===== config.mk =====
export PLATFORM = sky130hd
export DESIGN_NAME = timer_counter_cmp
export DESIGN_NICKNAME = d
export VERILOG_FILES = /design/src/rtl/timer_pkg.sv /design/src/rtl/timer_wreg.sv /design/src/rtl/timer_counter_cmp.sv
export SDC_FILE = /design/constraint.sdc
export NUM_CORES = 1
export LEC_CHECK = 0
export ABC_AREA = 0
export CAP_MARGIN = 20
export CORE_MARGIN = 10
export CORE_UTILIZATION = 50
export DETAILED_ROUTE_END_ITERATION = 12
export GPL_ROUTABILITY_DRIVEN = 0
export GPL_TIMING_DRIVEN = 0
export HOLD_SLACK_MARGIN = 0.1
export PLACE_DENSITY = 0.88
export SLEW_MARGIN = 25
export SYNTH_ARGS = -nofsm -noshare
export SYNTH_HDL_FRONTEND = slang
export SYNTH_SLANG_ARGS = --single-unit

===== constraint.sdc =====
create_clock -name clk -period 3.92 [get_ports clk]
set_input_delay 0.784 -clock clk [delete_from_list [all_inputs] [get_ports clk]]
set_output_delay 0.784 -clock clk [all_outputs]
set_load 0.05 [all_outputs]

===== src/rtl/timer_pkg.sv =====
// Shared constants and helpers for the timer count engine.
package timer_pkg;

    localparam int WORD_W = 32;

    localparam logic [1:0] MODE_FREE     = 2'b00;
    localparam logic [1:0] MODE_PERIODIC = 2'b01;
    localparam logic [1:0] MODE_ONESHOT  = 2'b10;

    function automatic int calc_nw(input int cnt_w);
        return cnt_w / WORD_W;
    endfunction

endpackage


===== src/rtl/timer_wreg.sv =====
// One 32-bit slice of a byte-strobed register.
// Priority: byte write, then hold, then clear, then load.
module timer_wreg
    import timer_pkg::*;
#(
    parameter logic [WORD_W-1:0] RST_VAL = '0
) (
    input  logic              clk,
    input  logic              reset,
    input  logic [3:0]        byte_we_i,
    input  logic [WORD_W-1:0] wdata_i,
    input  logic              hold_i,
    input  logic              clr_i,
    input  logic              ld_i,
    input  logic [WORD_W-1:0] ld_val_i,
    output logic [WORD_W-1:0] q_o
);

    logic [WORD_W-1:0] q_q;
    logic [WORD_W-1:0] q_d;
    logic [WORD_W-1:0] base;

    always_comb begin
        base = q_q;
        if (!hold_i) begin
            if (clr_i) begin
                base = '0;
            end else if (ld_i) begin
                base = ld_val_i;
            end
        end
        q_d = base;
        for (int b = 0; b < 4; b++) begin
            if (byte_we_i[b]) begin
                q_d[b*8 +: 8] = wdata_i[b*8 +: 8];
            end
        end
    end

    always_ff @(posedge clk) begin
        if (reset) begin
            q_q <= RST_VAL;
        end else begin
            q_q <= q_d;
        end
    end

    assign q_o = q_q;

endmodule


===== src/rtl/timer_counter_cmp.sv =====
// Timer count engine: byte-writable counter and compare register with
// free-run / periodic / one-shot match, debug halt and sticky status.
module timer_counter_cmp
    import timer_pkg::*;
#(
    parameter int               CNT_W   = 64,
    parameter logic [CNT_W-1:0] CMP_RST = '1,
    localparam int              NW      = calc_nw(CNT_W)
) (
    input  logic             clk,
    input  logic             reset,
    input  logic [NW-1:0]    cnt_wr_sel,
    input  logic [NW-1:0]    cmp_wr_sel,
    input  logic [3:0]       pstrb,
    input  logic [31:0]      wdata,
    input  logic             count_en,
    input  logic             timer_en,
    input  logic             timer_en_neg,
    input  logic [1:0]       mode,
    input  logic             dbg_halt,
    input  logic             int_en,
    input  logic             int_clr,
    output logic [CNT_W-1:0] count,
    output logic [CNT_W-1:0] cmp,
    output logic             match,
    output logic             int_st,
    output logic             ovf_st,
    output logic             done,
    output logic             int_out
);

    if ((CNT_W % WORD_W) != 0 || CNT_W < 32 || CNT_W > 128) begin : g_bad_cnt_w
        $error("timer_counter_cmp: CNT_W must be a multiple of 32 in 32..128");
    end

    logic             tick;
    logic             hit;
    logic             any_cnt_wr;
    logic             cnt_clr;
    logic             cnt_ld;
    logic [CNT_W-1:0] count_inc;

    logic match_q, match_d;
    logic int_st_q, int_st_d;
    logic ovf_st_q, ovf_st_d;
    logic done_q, done_d;

    assign tick       = count_en & timer_en & ~dbg_halt & ~done_q;
    assign hit        = tick & (count == cmp);
    assign any_cnt_wr = |cnt_wr_sel;
    assign count_inc  = count + CNT_W'(1);
    assign cnt_clr    = timer_en_neg | (hit & (mode == MODE_PERIODIC));
    // One-shot expiry freezes the count on the matching value.
    assign cnt_ld     = tick & ~(hit & (mode == MODE_ONESHOT));

    for (genvar i = 0; i < NW; i++) begin : g_word
        timer_wreg #(
            .RST_VAL ('0)
        ) u_cnt (
            .clk       (clk),
            .reset     (reset),
            .byte_we_i (pstrb & {4{cnt_wr_sel[i]}}),
            .wdata_i   (wdata),
            .hold_i    (any_cnt_wr),
            .clr_i     (cnt_clr),
            .ld_i      (cnt_ld),
            .ld_val_i  (count_inc[i*WORD_W +: WORD_W]),
            .q_o       (count[i*WORD_W +: WORD_W])
        );

        timer_wreg #(
            .RST_VAL (CMP_RST[i*WORD_W +: WORD_W])
        ) u_cmp (
            .clk       (clk),
            .reset     (reset),
            .byte_we_i (pstrb & {4{cmp_wr_sel[i]}}),
            .wdata_i   (wdata),
            .hold_i    (1'b0),
            .clr_i     (1'b0),
            .ld_i      (1'b0),
            .ld_val_i  ('0),
            .q_o       (cmp[i*WORD_W +: WORD_W])
        );
    end

    always_comb begin
        match_d  = hit;
        int_st_d = hit ? 1'b1 : (int_clr ? 1'b0 : int_st_q);
        ovf_st_d = (tick & (&count)) ? 1'b1 : (int_clr ? 1'b0 : ovf_st_q);
        done_d   = done_q;
        if (any_cnt_wr || timer_en_neg) begin
            done_d = 1'b0;
        end else if (hit && mode == MODE_ONESHOT) begin
            done_d = 1'b1;
        end
    end

    always_ff @(posedge clk) begin
        if (reset) begin
            match_q  <= 1'b0;
            int_st_q <= 1'b0;
            ovf_st_q <= 1'b0;
            done_q   <= 1'b0;
        end else begin
            match_q  <= match_d;
            int_st_q <= int_st_d;
            ovf_st_q <= ovf_st_d;
            done_q   <= done_d;
        end
    end

    assign match   = match_q;
    assign int_st  = int_st_q;
    assign ovf_st  = ovf_st_q;
    assign done    = done_q;
    assign int_out = int_st_q & int_en;

endmodule


==> impl_metrics.csv <==
group,metric,value,unit
run_status,status,"finished with violations",
run_status,violations,"setup timing",
final_layout,area_delta_synth_final,36.1,%
clock_network,clkTransAtPathRegs,0.06,ns
critical_path,cp_slowest_cell,"o31ai_4",
synthesis,synth-seq-cells,132,
clock_network,post_cts_buffers,0,
power,finalPower,4.54,mW
synthesis,synthFlopType,"dfxtp_1",
floorplan,coreArea,14600,µm²
floorplan,pin_count,183,
synthesis,synth-simple-area-share,0.343,
clock_network,worstSkewPairLatency,0.44,ns
global_route,overflow,0,
power,ir_drop,0.000319,V
sta,finalSetupViolCount,1,
floorplan,dieHeight,142,µm
global_route,grt_use_met1,0.386,
global_route,antenna_found_initial,0,
global_route,grt_pass1_vias,8832,
synthesis,seq_area_frac_synth,0.354,
synthesis,syn_inst,985,
final_layout,diodes,0,
critical_path,worst-path-max-fanout,10,
detailed_routing,wl,34.5,mm
place,dpl.hpwl,24.6,mm
synthesis,synth-async-reset-ratio,0,
final_layout,nNetsFinal,1233,
detailed_routing,vias,9623,
global_route,grt_util_all_layers,0.325,
floorplan,rows,44,
sta,slew_headroom,0.352,
sta,hold_violations,0,
critical_path,worstSetupStartpointType,"input port",
clock_network,htree_num_levels,4,
final_layout,layout.cells.non_filler,1379,
floorplan,floorplan.initialDensity,0.512,
sta,finalHoldWorstSlack,0.482,ns
sta,post-route-min-period,4.00,ns
detailed_routing,wl_per_cell,25.0,µm
synthesis,syn_area,7460,µm²
critical_path,crit_top_cell,"nand3_1",
global_route,grt_max_degree,17,
clock_network,cts-resized-gates,0,
synthesis,synthMuxAreaShare,0.00134,
sta,fin_crit_sh,1.02,
synthesis,synth.avg_cell_area,7.58,µm²
clock_network,cts_hold_buf,0,
detailed_routing,vias_per_cell,6.98,
floorplan,dieArea,20200,µm²
place,place.port_buffers,178,
clock_network,numCtsBuffers,17,
detailed_routing,drt_drc_violations_left,0,
synthesis,synth_nets,1036,
clock_network,cts_tree,"yes",
sta,rsz0062_at_grt,"no",
power,pwr_density_cell,447,nW/µm²
detailed_routing,ant_nets,0,
critical_path,critical_path.cell_chain,"clkdlybuf4s50_1 -> and4bb_1 -> nand4_1 -> nor4_1 -> nand3_1 -> o31ai_4 -> clkbuf_1 -> o21ai_0 -> nand3_1 -> a21oi_1",
power,leakagePower,3.75,nW
synthesis,yosys.area_share.adder,0.00168,
global_route,grt_pass1_wl,51.2,mm
clock_network,cts_sinks,132,
global_route,gr-usage-met3,0.138,
clock_network,cts-root-buf,"clkbuf_16",
sta,tightest_slew,0.965,ns
floorplan,die_w,142,µm
synthesis,ys_types,63,
critical_path,cp-end-kind,"flop",
hold_path,hold_class,"reg2reg",
final_layout,drive_gt1_frac,0.0594,
sta,fin_ws,-0.0813,ns
place,post-place-ws,-0.0462,ns
place,dp.cells,1347,
flow_run,maxCapViolations,0,
synthesis,yosysWarnings,0,
place,post_dp_cell_area,9480,µm²
detailed_routing,first_iter_violations,2399,
clock_network,clockBufferDepth,2,
sta,timing.fmax,0.250,GHz
critical_path,critPathMaxStageDelay,0.66,ns
sta,fin_skew,0.00794,ns
final_layout,stdcell_area,10200,µm²
synthesis,synth_xor_area_frac,0.0939,
critical_path,critical_path_class,"in2reg",
global_route,grt_busiest_layer,"met2",
detailed_routing,first_pass_iters,10,
synthesis,synth_compound_area_frac,0.163,
critical_path,worstPathRequired,4.21,ns
global_route,grtUsageMet2,0.474,
sta,slew_viol_final,0,
synthesis,synth-edff-count,0,
synthesis,synth_top_family_by_area,"simple AND/OR/NAND/NOR gates",
critical_path,crit_arrival,4.29,ns
[layer usage]
layer  up-vias  part of all wire
met2      1015              0.40
met4         0             0.080
met1      4307              0.34
met3       310              0.18
met5         -                 0
li1       3991                 -
[state kept, by name, indices dropped and copies added (netlist names)]
name,cells
match,1
int_st,1
g_word.u_cnt.q_o,64
done,1
g_word.u_cmp.q_o,64
ovf_st,1
[cells in the mapped netlist (18+ instances only)]
| library cell | count | area [µm²] |
|---|---|---|
| dfxtp_1 | 132 | 2640 |
| nor3_1 | 36 | 180 |
| o21ai_0 | 51 | 255 |
| nand2_1 | 115 | 432 |
| clkbuf_1 | 47 | 176 |
| nand4_1 | 35 | 219 |
| a211oi_1 | 18 | 135 |
| a21oi_1 | 48 | 240 |
| nor2_1 | 58 | 218 |
| xnor2_1 | 71 | 622 |
| nand3_1 | 174 | 871 |
[report_power, final]
group          switching, mW  internal (mW)
sequential             0.137           1.43
clock                  0.641           1.22
combinational          0.746          0.360
total                   1.53           3.02
[placed cells by master, fill, tap and decap left out, types with 4 or more instances in the layout]
master           Yosys  layout
nand3_1            174     174
o211ai_1             4       4
nor3_2               4       4
o31ai_1              5       5
xor2_1               9       9
o21ai_0             51      51
a21oi_1             48      48
nand2_1            115     115
o211a_1              4       4
nor2_1              58      58
and4_1               6       6
bufinv_16            0       6
nand2b_1             9       9
nand4_1             35      35
clkdlybuf4s50_1      0     178
and3_1              11      11
or3_1                9       9
o21ai_1              7       7
and2_1              10      10
buf_2               15      15
nor4_1              15      15
clkinvlp_4           0       4
xnor2_1             71      71
a311oi_1             4       4
buf_1                5       5
dfxtp_1            132     132
a31oi_1             15      15
clkbuf_16            0      17
clkbuf_1            47      47
a211oi_1            18      18
inv_1                7       7
nor3_1              36      36
nand4_2              4       4
[final cells by class]
type	instances	area [µm²]
multi-input combinational	776	4500
buffer	70	293
timing repair buffer	178	1780
fill	1126	4430
clock inverter	13	229
clock buffer	19	453
inverter	7	26.3
tap	184	230
sequential	132	2640
[per-stage QoR]
stage                     utilization  TNS [ns]
after floorplan                     -         0
after detailed placement        0.649    -0.199
after global routing            0.696         0
final                           0.696   -0.0813
after global placement          0.649   -0.0649
after CTS                       0.696         0
[logic make-up (layout without fill, tap and decap cells)]
group	count (synthesis)	after routing
AND/OR/NAND/NOR	503	503
AO/OA/AOI/OAI	191	191
flip-flops	132	132
XOR/XNOR	80	80
buffers and inverters	77	287
adder cells (fa/ha/maj)	1	1
multiplexers	1	1
[worst max-delay path, delay by kind of cell]
family / cells / cell delay, ns
buf+inv: 2 / 1.01
simple gates: 5 / 1.45
compound gates: 3 / 1.03
[worst paths after layout]
path                           startpoint                       to  slack [ns]  cells after the start
setup / recovery                 dbg_halt  g_word[0].u_cnt.q_o[21]       -0.08                     10
hold / removal                     ovf_st                   ovf_st        0.48                      2
hold reg to reg                    ovf_st                   ovf_st        0.48                      2
setup reg to reg  g_word[1].u_cnt.q_o[13]  g_word[0].u_cnt.q_o[21]        0.11                      9
No activity file was read; power rests on OpenSTA's default activity.
